--- src/rtl/mem_arbiter_pkg.sv ---
// Shared definitions for the instruction/data memory arbiter: bus widths,
// arbitration state encoding and MIPS-style kernel segment bases.
package mem_arbiter_pkg;

  localparam int ADDR_W           = 32;
  localparam int DATA_W           = 32;
  localparam int STARVE_LIMIT_DEF = 4;

  localparam logic [ADDR_W-1:0] KSEG0_BASE = 32'h8000_0000;
  localparam logic [ADDR_W-1:0] KSEG1_BASE = 32'hA000_0000;
  localparam logic [ADDR_W-1:0] KSEG2_BASE = 32'hC000_0000;

  typedef enum logic [1:0] {
    ST_IDLE = 2'd0,
    ST_INST = 2'd1,
    ST_DATA = 2'd2
  } arb_state_e;

endpackage

--- src/rtl/mem_arbiter_addr_map.sv ---
// Virtual-to-physical translation for the fixed kseg0/kseg1 windows;
// kseg1 is the only uncached region.
module mem_addr_map
  import mem_arbiter_pkg::*;
(
  input  logic [ADDR_W-1:0] vaddr,
  output logic [ADDR_W-1:0] paddr,
  output logic              cached
);

  always_comb begin
    paddr  = vaddr;
    cached = 1'b1;
    if (vaddr >= KSEG0_BASE && vaddr < KSEG1_BASE) begin
      paddr = vaddr - KSEG0_BASE;
    end else if (vaddr >= KSEG1_BASE && vaddr < KSEG2_BASE) begin
      paddr  = vaddr - KSEG1_BASE;
      cached = 1'b0;
    end
  end

endmodule

--- src/rtl/mem_arbiter.sv ---
// Two-requester arbiter for a single memory port: data wins ties unless the
// instruction side has been passed over STARVE_LIMIT times in a row.
module mem_arbiter
  import mem_arbiter_pkg::*;
#(
  parameter int STARVE_LIMIT = STARVE_LIMIT_DEF
) (
  input  logic              clk,
  input  logic              rst,
  input  logic              inst_req,
  input  logic [ADDR_W-1:0] inst_addr,
  output logic [DATA_W-1:0] inst_rdata,
  output logic              inst_ready,
  input  logic              data_req,
  input  logic              data_we,
  input  logic [3:0]        data_be,
  input  logic [ADDR_W-1:0] data_addr,
  input  logic [DATA_W-1:0] data_wdata,
  output logic [DATA_W-1:0] data_rdata,
  output logic              data_ready,
  output logic              mem_req,
  output logic              mem_we,
  output logic [3:0]        mem_be,
  output logic [ADDR_W-1:0] mem_addr,
  output logic [DATA_W-1:0] mem_wdata,
  output logic              mem_cached,
  input  logic [DATA_W-1:0] mem_rdata,
  input  logic              mem_ack,
  output arb_state_e        state_dbg
);

  // Handshake: a requester holds req and its fields stable until its ready
  // strobe; ready is a one-cycle pulse in the mem_ack cycle, and mem_* stay
  // stable from the cycle after the grant until mem_ack.
  localparam logic [2:0] LIMIT_C = 3'(STARVE_LIMIT);

  arb_state_e        state_q, state_d;
  logic [2:0]        starve_q, starve_d;
  logic              mem_req_q, mem_req_d;
  logic              mem_we_q, mem_we_d;
  logic [3:0]        mem_be_q, mem_be_d;
  logic [ADDR_W-1:0] mem_addr_q, mem_addr_d;
  logic [DATA_W-1:0] mem_wdata_q, mem_wdata_d;
  logic              mem_cached_q, mem_cached_d;

  logic              grant_inst, grant_data, ack;
  logic [ADDR_W-1:0] sel_addr, map_paddr;
  logic              map_cached;

  always_comb begin
    grant_inst = 1'b0;
    grant_data = 1'b0;
    if (state_q == ST_IDLE) begin
      if (data_req && !(inst_req && starve_q == LIMIT_C)) grant_data = 1'b1;
      else if (inst_req)                                   grant_inst = 1'b1;
    end
  end

  assign sel_addr = grant_inst ? inst_addr : data_addr;

  mem_addr_map u_map (
    .vaddr  (sel_addr),
    .paddr  (map_paddr),
    .cached (map_cached)
  );

  assign ack = mem_req_q & mem_ack;

  always_comb begin
    state_d      = state_q;
    starve_d     = starve_q;
    mem_req_d    = mem_req_q;
    mem_we_d     = mem_we_q;
    mem_be_d     = mem_be_q;
    mem_addr_d   = mem_addr_q;
    mem_wdata_d  = mem_wdata_q;
    mem_cached_d = mem_cached_q;
    case (state_q)
      ST_IDLE: begin
        if (grant_inst) begin
          state_d      = ST_INST;
          starve_d     = 3'd0;
          mem_req_d    = 1'b1;
          mem_we_d     = 1'b0;
          mem_be_d     = 4'hF;
          mem_addr_d   = map_paddr;
          mem_wdata_d  = '0;
          mem_cached_d = map_cached;
        end else if (grant_data) begin
          state_d      = ST_DATA;
          mem_req_d    = 1'b1;
          mem_we_d     = data_we;
          mem_be_d     = data_be;
          mem_addr_d   = map_paddr;
          mem_wdata_d  = data_wdata;
          mem_cached_d = map_cached;
          if (inst_req && starve_q != LIMIT_C) starve_d = starve_q + 3'd1;
        end
      end
      ST_INST, ST_DATA: begin
        if (ack) begin
          state_d   = ST_IDLE;
          mem_req_d = 1'b0;
        end
      end
      default: state_d = ST_IDLE;
    endcase
  end

  always_ff @(posedge clk or negedge rst) begin
    if (!rst) begin
      state_q      <= ST_IDLE;
      starve_q     <= 3'd0;
      mem_req_q    <= 1'b0;
      mem_we_q     <= 1'b0;
      mem_be_q     <= 4'h0;
      mem_addr_q   <= '0;
      mem_wdata_q  <= '0;
      mem_cached_q <= 1'b1;
    end else begin
      state_q      <= state_d;
      starve_q     <= starve_d;
      mem_req_q    <= mem_req_d;
      mem_we_q     <= mem_we_d;
      mem_be_q     <= mem_be_d;
      mem_addr_q   <= mem_addr_d;
      mem_wdata_q  <= mem_wdata_d;
      mem_cached_q <= mem_cached_d;
    end
  end

  assign inst_ready = ack && (state_q == ST_INST);
  assign data_ready = ack && (state_q == ST_DATA);
  assign inst_rdata = inst_ready ? mem_rdata : '0;
  assign data_rdata = data_ready ? mem_rdata : '0;

  assign mem_req    = mem_req_q;
  assign mem_we     = mem_we_q;
  assign mem_be     = mem_be_q;
  assign mem_addr   = mem_addr_q;
  assign mem_wdata  = mem_wdata_q;
  assign mem_cached = mem_cached_q;
  assign state_dbg  = state_q;

endmodule

--- config.mk ---
export PLATFORM = sky130hd
export DESIGN_NAME = mem_arbiter
export DESIGN_NICKNAME = d
export VERILOG_FILES = /design/src/rtl/mem_arbiter_pkg.sv /design/src/rtl/mem_arbiter_addr_map.sv /design/src/rtl/mem_arbiter.sv
export SDC_FILE = /design/constraint.sdc
export NUM_CORES = 1
export LEC_CHECK = 0
export CORE_ASPECT_RATIO = 0.8
export CORE_MARGIN = 2
export CORE_UTILIZATION = 35
export DETAILED_ROUTE_END_ITERATION = 8
export PLACE_DENSITY_LB_ADDON = 0.25
export SYNTH_ARGS = -nofsm -noshare
export SYNTH_HDL_FRONTEND = slang
export SYNTH_SLANG_ARGS = --single-unit
--- constraint.sdc ---
create_clock -name clk -period 2.2 [get_ports clk]
set_input_delay 0.44 -clock clk [delete_from_list [all_inputs] [get_ports clk]]
set_output_delay 0.44 -clock clk [all_outputs]
set_load 0.01 [all_outputs]
* Word-level counts from Yosys, hierarchy flattened
Cells that the tools add are included.
Word-level totals: output and inout bits 139, input bits 138, flip-flop bits (word level) 76
Operators by class: bitwise operators 1, reductions and logical operators 17, mux-type cells 33, add/sub/neg operators 3, $lt $le $gt $ge 4, equal/unequal tests 6
Operators with widths (number):
- 32-bit two-way mux | 9
- 32-bit >= comparator, second input constant | 2
- 32-bit less-than comparator, second input constant | 2
- 32-bit subtractor, second input constant | 2
- 1-bit two-way mux | 14
- 3-bit two-way mux | 3
- 4-bit two-way mux | 2
- 1-bit logical AND | 7
- 2-bit two-way mux | 3
- 3-bit inequality test, second input constant | 2
- 3-bit AND reduction | 2
- 2-bit nonzero test | 3
- 2-bit one-hot mux with 2 select lines | 1
- 2-bit AND reduction | 2
- 3-bit by 1-bit adder with 3-bit output, second input constant | 1
- 3-bit == test, second input constant | 1
- 2-bit by 1-bit == test with 1-bit output, second input constant | 1
- 2-bit == test, second input constant | 1
- 2-bit logical NOT | 1
- 2-bit inequality test, second input constant | 1
- 1-bit one-hot mux with 2 select lines | 1
- 2-bit OR reduction | 1
- 1-bit bitwise AND | 1
- 1-bit logical NOT | 1

* Depth between registers and ports, before layout
Gate-level depths: netlist of run 1.
depth after elaboration 13, gate-level depth with buffers 10, mapped depth without buffers 8

* Hierarchy
From an unflattened synthesis of run 1, not the netlist that was laid out.
Unflattened totals: cell total of the unflattened synthesis 343, area total of the unflattened synthesis 4042.6 sq um
By module, submodules not included:
- mem_arbiter | cells each 305, area an instance 3767.4 sq um, seq. area each 1903.1 sq um, instances 1
- mem_addr_map | cells each 38, area an instance 275.3 sq um, seq. area each 0.0 sq um, instances 1

* Worst setup path after synthesis of run 1
OpenSTA, ideal clock, no wires.
path type flip-flop to flip-flop, start point reg state_q[0] (netlist: state_dbg[0]), end point reg mem_addr_q[30] (netlist: mem_addr[30]), data arrival time 1.756 ns, path slack 0.323 ns, required time 2.078 ns, clock period less this slack 1.877 ns, path buffers 1, stages on the path, launching flop included 9, path through dfrtp_1 inv_1 ha_1 buf_2 nand2_2 o21ai_0 a21boi_1 ha_1 a32o_1
Between the ends: cells in the longest elaborated chain, start to end 9, elaborated cells between the ends (all ways) 18, those cells by class add/sub: 2; order compare: 4; mux: 7; reduce/logical: 5
RTL lines:
- from (decl) | RTL line mem_arbiter.sv:37 | arb_state_e state_q, state_d;
- from (signal assigned) | RTL line mem_arbiter.sv:121 | state_q <= state_d;
- 2-bit logical NOT (*) | RTL line mem_arbiter.sv:53, mem_arbiter.sv:78
- 1-bit two-way mux | RTL line mem_arbiter.sv:53 | if (state_q == ST_IDLE) begin
- 32-bit two-way mux | RTL line mem_arbiter.sv:59 | assign sel_addr = grant_inst ? inst_addr : data_addr;
- 32-bit >= comparator or 32-bit less-than comparator (tied branches) | RTL line mem_arbiter_addr_map.sv:16 | end else if (vaddr >= KSEG1_BASE && vaddr < KSEG2_BASE) begin
- 1-bit logical AND | RTL line mem_arbiter_addr_map.sv:16
- 32-bit two-way mux | RTL line mem_arbiter_addr_map.sv:16
- 32-bit two-way mux | RTL line mem_arbiter_addr_map.sv:14 | if (vaddr >= KSEG0_BASE && vaddr < KSEG1_BASE) begin
- 32-bit two-way mux | RTL line mem_arbiter.sv:89 | end else if (grant_data) begin
- 32-bit two-way mux | RTL line mem_arbiter.sv:80 | if (grant_inst) begin
- to (signal assigned) | RTL line mem_arbiter.sv:126 | mem_addr_q <= mem_addr_d;
- to (decl) | RTL line mem_arbiter.sv:42 | logic [ADDR_W-1:0] mem_addr_q, mem_addr_d;
Mark *: on every way between the ends. The rest lies on a longest branch, timed or not. The select of a mux whose other input is x is not followed. A chain may end at the register's enable or synchronous reset.

* Worst setup path after layout of run 1
start point reg state_q[0] (netlist: state_dbg[0]), end point out inst_rdata[2]
Between the ends: cells in the longest elaborated chain, start to end 3
RTL lines:
- 2-bit by 1-bit == test with 1-bit output | RTL line mem_arbiter.sv:132 | assign inst_ready = ack && (state_q == ST_INST);
- 1-bit logical AND | RTL line mem_arbiter.sv:132
- 32-bit two-way mux | RTL line mem_arbiter.sv:134 | assign inst_rdata = inst_ready ? mem_rdata : '0;
- to (decl) | RTL line mem_arbiter.sv:12 | output logic [DATA_W-1:0] inst_rdata,
Every way passes these cells.

==> key figures, run 1 <==
Floorplanning
  – Die area: 12100 um2
  – Die height: 98.9 um
  – Core ar.: 10900 um2
  – Row count: 34
  – Die span in x: 123 um
  – Initial Util: 0.360
  – Ports: 277

Place
  – Placed wire-length estimate: 10300 um
  – Port Buf Inserts: 276
  – GP Congestion: 0.768

Pwr
  – Switching Fraction: 0.365
  – Internal: 4.92 mW
  – Max IR drop VDD: 0.000575 V
  – Pwr dens: 1100 nW/um2
  – Pleak: 3.24 nW
  – Clock group share of total power: 0.180
  – Total Power: 7.75 mW
  – Sequential Power Share: 0.307
  – Net load switching power: 2.83 mW
  – Combinational share of power: 0.513

Setup path
  – CP Launch Type: flop
  – Reg2Reg Launch Point: starve_q[0]
  – Worst R2R Setup Slack: 0.32 ns
  – Crit end category: output pin
  – CP arrival: 1.70 ns
  – Worst Reg-to-Reg Cells: 7
  – Crit-path max FO: 16
  – Reg-to-reg endpoint: mem_addr[30]
  – CP Class: reg -> out
  – Required time worst endpoint: 1.76 ns

Synthesis
  – Seq cells post-synth: 76
  – Mapped Nets: 611
  – Syn Area/Cell: 8.43 um2
  – Synth Cell Area: 3940 um2
  – Post-synthesis sequential area ratio: 0.483
  – Netlist cell types: 35
  – Synthesized netlist cell count: 467
  – Synth warn: 0

Clock tree
  – CTS sink count: 76
  – Clk buf depth: 2
  – Root buffer cell: clkbuf_16
  – CTS clk-pin slew, worst paths: 0.06 ns
  – TritonCTS clock tree: built
  – Clk Latency, worst-skew pair: 0.33 ns
  – H-tree Lvls: 3
  – CTS buffer count: 9

Layout
  – Count of nets after finishing: 889
  – Most frequent cells in the layout: clkdlybuf4s50_1, nand2_1, dfrtp_1
  – # diodes: 0
  – Area grow syn2layout: 78.7%
  – Share of layout cells above drive strength 1: 0.145
  – Commonest non-fill, non-tap cell in the layout: clkdlybuf4s50_1

Global route
  – GRT overflow: 0
  – Vias in the first global route: 4222
  – First-pass GRT wire length: 21800 um
  – Largest net degree at the start of global routing: 67
  – Initial antenna violation count: 0
  – Tot GR Track Use: 0.228

Drt
  – Drt drc: 0
  – Via density: 4.73
  – Antenna viol nets, final: 0
  – Routed wire length: 13700 um
  – Drt pass-1 iters: 5
  – Vias: 4231
  – Drt wl/cell: 15.4 um
  – DR iter-0 viols: 173

Timing
  – Max Freq: 468 MHz
  – Relative slew slack: 0.662
  – Clock Skews: 0.0106 ns
  – Tmin final: 2.14 ns
  – Fin. max-slew vios: 0
  – Final Setup Violations: 0
  – Hold Fails Final Rpt: 0
  – Worst slew pin tran: 0.508 ns
  – Setup TNS: 0 ns
  – Final period utilization: 0.972

Min path
  – Worst hold-check path type: in -> async

Job
  – Max cap viols: 0

Status
  – Status: completed
## per-layer routing
layer	share of wire	GRT usage
met5	0	0
met4	0.025	0.0822
met3	0.10	0.0880
met2	0.46	0.379
met1	0.41	0.268
## power by group through the flow
stage | combinational (mW) | clock (mW) | sequential, mW
2_1_floorplan | 1.53 | 0 | 2.65
3_3_place_gp | 3.92 | 0 | 2.37
3_5_place_dp | 4.02 | 0 | 2.41
4_1_cts | 4.00 | 1.44 | 2.39
5_1_grt | 4.36 | 1.49 | 2.46
6_report | 3.97 | 1.39 | 2.38
## cell families (layout without fill, tap and decap cells)
group                    after synthesis  in the layout  synth area share
buffers and inverters                 39            322            0.0585
AND/OR/NAND/NOR                      262            262             0.310
multiplexers                           1              1           0.00254
flip-flops                            76             76             0.483
adder cells (fa/ha/maj)                6              6            0.0191
AO/OA/AOI/OAI                         83             83             0.127
## registers in the layout (all words and copies together), names as in the netlist
signal	flops
mem_addr	32
mem_be	4
mem_cached	1
mem_req	1
mem_wdata	32
mem_we	1
starve_q	3
state_dbg	2
## synthesized netlist by cell type
cell | n | area [um2]
a21boi_2 | 1 | 11.3
buf_4 | 6 | 45.0
clkbuf_1 | 12 | 45.0
nand2_1 | 140 | 526
o21ai_0 | 27 | 135
dfrtp_1 | 75 | 1880
nand3_1 | 5 | 25.0
o211ai_1 | 2 | 15.0
nand3_4 | 1 | 17.5
a31oi_1 | 33 | 206
inv_1 | 6 | 22.5
dfstp_2 | 1 | 26.3
nor4_1 | 1 | 6.26
and3_1 | 2 | 12.5
o21a_1 | 1 | 7.51
a21bo_4 | 1 | 16.3
a32o_1 | 1 | 10.0
ha_1 | 6 | 75.1
and2_1 | 64 | 400
buf_2 | 11 | 55.1
a21o_1 | 1 | 7.51
nor2_1 | 32 | 120
nor3_1 | 1 | 5.00
nand2_2 | 11 | 68.8
o21ai_1 | 11 | 55.1
mux2i_1 | 1 | 10.0
nor2_4 | 1 | 11.3
a21boi_1 | 1 | 7.51
o2bb2ai_1 | 1 | 8.76
a22o_1 | 1 | 8.76
nand2b_1 | 2 | 12.5
a21oi_1 | 2 | 10.0
nor3b_1 | 2 | 15.0
buf_6 | 2 | 22.5
buf_12 | 2 | 40.0
## stage by stage
step                      cells   util  setup slack (ns)  hold slack (ns)  cell area [um2]
after floorplan             467      -             0.323            0.144             3940
after global placement      874  0.632            -0.251            0.445             6910
after detailed placement    874  0.632            -0.270            0.454             6910
after CTS                   893  0.642           -0.0639           0.0919             7020
after global routing        894  0.644          -0.00721            0.105             7040
final                       894  0.644            0.0627           0.0762             7040
## critical path, cell delays in order (launching register included)
cell and delay, ns:
dfrtp_1 0.38, buf_4 0.15, ha_2 0.17, and3_4 0.21, buf_16 0.15, and2_1 0.16
buf_2 0.14
## worst max path at each step
stage,start,endpoint,cells after the start
2_1_floorplan,state_dbg[0],mem_addr[30],8
3_3_place_gp,mem_ack,data_rdata[0],5
3_5_place_dp,mem_ack,data_rdata[0],5
4_1_cts,state_dbg[0],data_rdata[0],6
5_1_grt,state_dbg[1],inst_rdata[0],6
6_report,state_dbg[0],inst_rdata[2],6
## cell type report
type	count	area, um2
fillers	932	3890
repair buffers	300	2810
flip-flops and latches	76	1900
multi-input cells	352	1830
clock buffers	10	239
well taps	144	180
clock inverters	6	47.5
inverters	6	22.5
## timing repair
action / in CTS / in global routing
pin swaps: 0 / 1
hold endpoints to repair: 0 / 0
gates resized for setup: 210 / 6
gates cloned: 2 / 0
hold buffers: 0 / 0
buffers inserted: 1 / 1
setup endpoints to repair: 66 / 37
(Power assumes the default switching activity.)
==> run 2: changes to the inputs <==
- CAP_MARGIN: unset -> 20
- MAX_ROUTING_LAYER: unset -> met4
==> key figures, run 2 (synthesis results as in run 1) <==
Timing
  – Hold Fails Final Rpt: 0 (unchanged)
  – Max Freq: 468 MHz (about the same)
  – Fin. max-slew vios: 0 (unchanged)
  – Clock Skews: 0.0106 ns (about the same)
  – Final Setup Violations: 0 (unchanged)
  – Final setup margin: 0.0625 ns (was 0.0627 ns)
  – Final period utilization: 0.972 (about the same)
  – Relative slew slack: 0.661 (was 0.662)
  – Worst hold slack: 0.0753 ns (was 0.0762 ns)
  – Tmin final: 2.14 ns (about the same)
  – Worst slew pin tran: 0.508 ns (about the same)

Setup path
  – Required time worst endpoint: 1.76 ns (about the same)
  – Worst Reg-to-Reg Cells: 7 (unchanged)
  – CP max stage delay: 0.38 ns (about the same)
  – Crit-path max FO: 16 (unchanged)
  – Reg2Reg Launch Point: starve_q[0] (unchanged)
  – Highest-delay cell along the critical path: dfrtp_1 (unchanged)
  – CP Launch Type: flop (unchanged)
  – Crit end category: output pin (unchanged)
  – Cell breakdown of the critical path: buf_4 -> ha_2 -> and3_4 -> buf_16 -> and2_1 -> buf_2 (unchanged)
  – CP Class: reg -> out (unchanged)
  – Worst R2R Setup Slack: 0.32 ns (about the same)
  – CP arrival: 1.70 ns (about the same)
  – Reg-to-reg endpoint: mem_addr[30] (unchanged)

Drt
  – DR iter-0 viols: 197 (was 173)
  – Antenna viol nets, final: 0 (unchanged)
  – Drt pass-1 iters: 4 (was 5)
  – Drt wl/cell: 15.3 um (was 15.4 um)
  – Routed wire length: 13700 um (about the same)
  – Drt drc: 0 (unchanged)
  – Vias: 4237 (was 4231)
  – Via density: 4.74 (was 4.73)

Global route
  – Tot GR Track Use: 0.234 (was 0.228)
  – First-pass GRT wire length: 21700 um (was 21800 um)
  – GRT overflow: 0 (unchanged)
  – Initial antenna violation count: 0 (unchanged)
  – Vias in the first global route: 4230 (was 4222)
  – Largest net degree at the start of global routing: 67 (unchanged)

Pwr
  – Pleak: 3.24 nW (unchanged)
  – Pwr dens: 1100 nW/um2 (about the same)
  – Max IR drop VDD: 0.000574 V (was 0.000575 V)
  – Total Power: 7.75 mW (about the same)

Floorplanning
  – Die area: 12100 um2 (unchanged)
  – Initial Util: 0.360 (unchanged)
  – Core ar.: 10900 um2 (unchanged)
  – Die span in x: 123 um (unchanged)
  – Row count: 34 (unchanged)
  – Ports: 277 (unchanged)
  – Die height: 98.9 um (unchanged)

Layout
  – Most frequent cells in the layout: clkdlybuf4s50_1, nand2_1, dfrtp_1 (unchanged)
  – Count of nets after finishing: 889 (unchanged)
  – Area grow syn2layout: 78.7% (unchanged)
  – Commonest non-fill, non-tap cell in the layout: clkdlybuf4s50_1 (unchanged)
  – Share of layout cells above drive strength 1: 0.145 (unchanged)
  – Layout fillers: 932 (unchanged)
  – Final instance area: 7040 um2 (unchanged)
  – Finished Core Util: 0.644 (unchanged)
  – # diodes: 0 (unchanged)

Clock tree
  – TritonCTS clock tree: built (unchanged)
  – H-tree Lvls: 3 (unchanged)
  – Clk Latency, worst-skew pair: 0.33 ns (about the same)
  – Root buffer cell: clkbuf_16 (unchanged)
  – CTS buffer count: 9 (unchanged)
  – Clk buf depth: 2 (unchanged)
  – CTS sink count: 76 (unchanged)
  – CTS clk-pin slew, worst paths: 0.06 ns (about the same)
  – Cts hold-fix bufs: 0 (unchanged)

Place
  – Pre-CTS setup slack: -0.270 ns (unchanged)
  – Port Buf Inserts: 276 (unchanged)
  – Placed wire-length estimate: 10300 um (unchanged)
  – Placed cell areas: 6910 um2 (unchanged)
  – GP Congestion: 0.778 (was 0.768)

Min path
  – Worst hold-check path type: in -> async (unchanged)

Status
  – Status: completed (unchanged)

Job
  – Max cap viols: 0 (unchanged)
run 2: cell counts in the layout (fill, tap and decap cells not counted):
Identical to the previous run, type by type.
run 2: metrics by stage:
step,setup TNS (ns),instances
floorplan,0,467
global placement,-13.34,874
detailed placement,-14.45,874
CTS,-0.0639,893
global route,-0.0160,894
finish,0,894
run 2: cell type report:
class | count | area, um2 | area share
clock buffer | 10 | 239 | 0.0340
clock inverter | 6 | 47.5 | 0.00676
inverter | 6 | 22.5 | 0.00320
multi-input combinational | 352 | 1830 | 0.260
sequential | 76 | 1900 | 0.270
tap | 144 | 180 | 0.0256
timing repair buffer | 300 | 2810 | 0.400
run 2: critical path, delay by kind of cell (launching register included):
family,cells,cell delay [ns]
buffers and inverters,3,0.44
and+or+nand+nor,2,0.37
DFF,1,0.38
adders and majority gates,1,0.17
run 2: metal layers:
layer  up-vias  global-route usage  wire length (um)
met5         -                   -                 0
met4         0              0.0822               344
met3        32              0.0741              1230
met2       179               0.378              6390
met1      1944               0.276              5740
li1       2082                   -                 -
run 2: power breakdown:
part	leakage, nW	switching (mW)	internal, mW	total, mW
registers	0.917	0.357	2.02	2.38
logic	2.18	1.88	2.09	3.97
clock network	0.139	0.593	0.802	1.39
run 2: timing repair:
action | 4_1_cts | 5_1_grt
gates resized for setup | 210 | 6
setup buffers | 1 | 1
pin swaps | 0 | 1
gates cloned | 2 | 0
setup endpoints to repair | 66 | 37
run 2: how the worst max path moves through the flow:
stage | startpoint | cells after the start | end | slack (ns)
finish | state_dbg[0] | 6 | inst_rdata[2] | 0.06
global route | state_dbg[1] | 6 | inst_rdata[0] | -0.007
CTS | state_dbg[0] | 6 | data_rdata[0] | -0.06
detailed placement | mem_ack | 5 | data_rdata[0] | -0.27
global placement | mem_ack | 5 | data_rdata[0] | -0.25
floorplan | state_dbg[0] | 8 | mem_addr[30] | 0.32
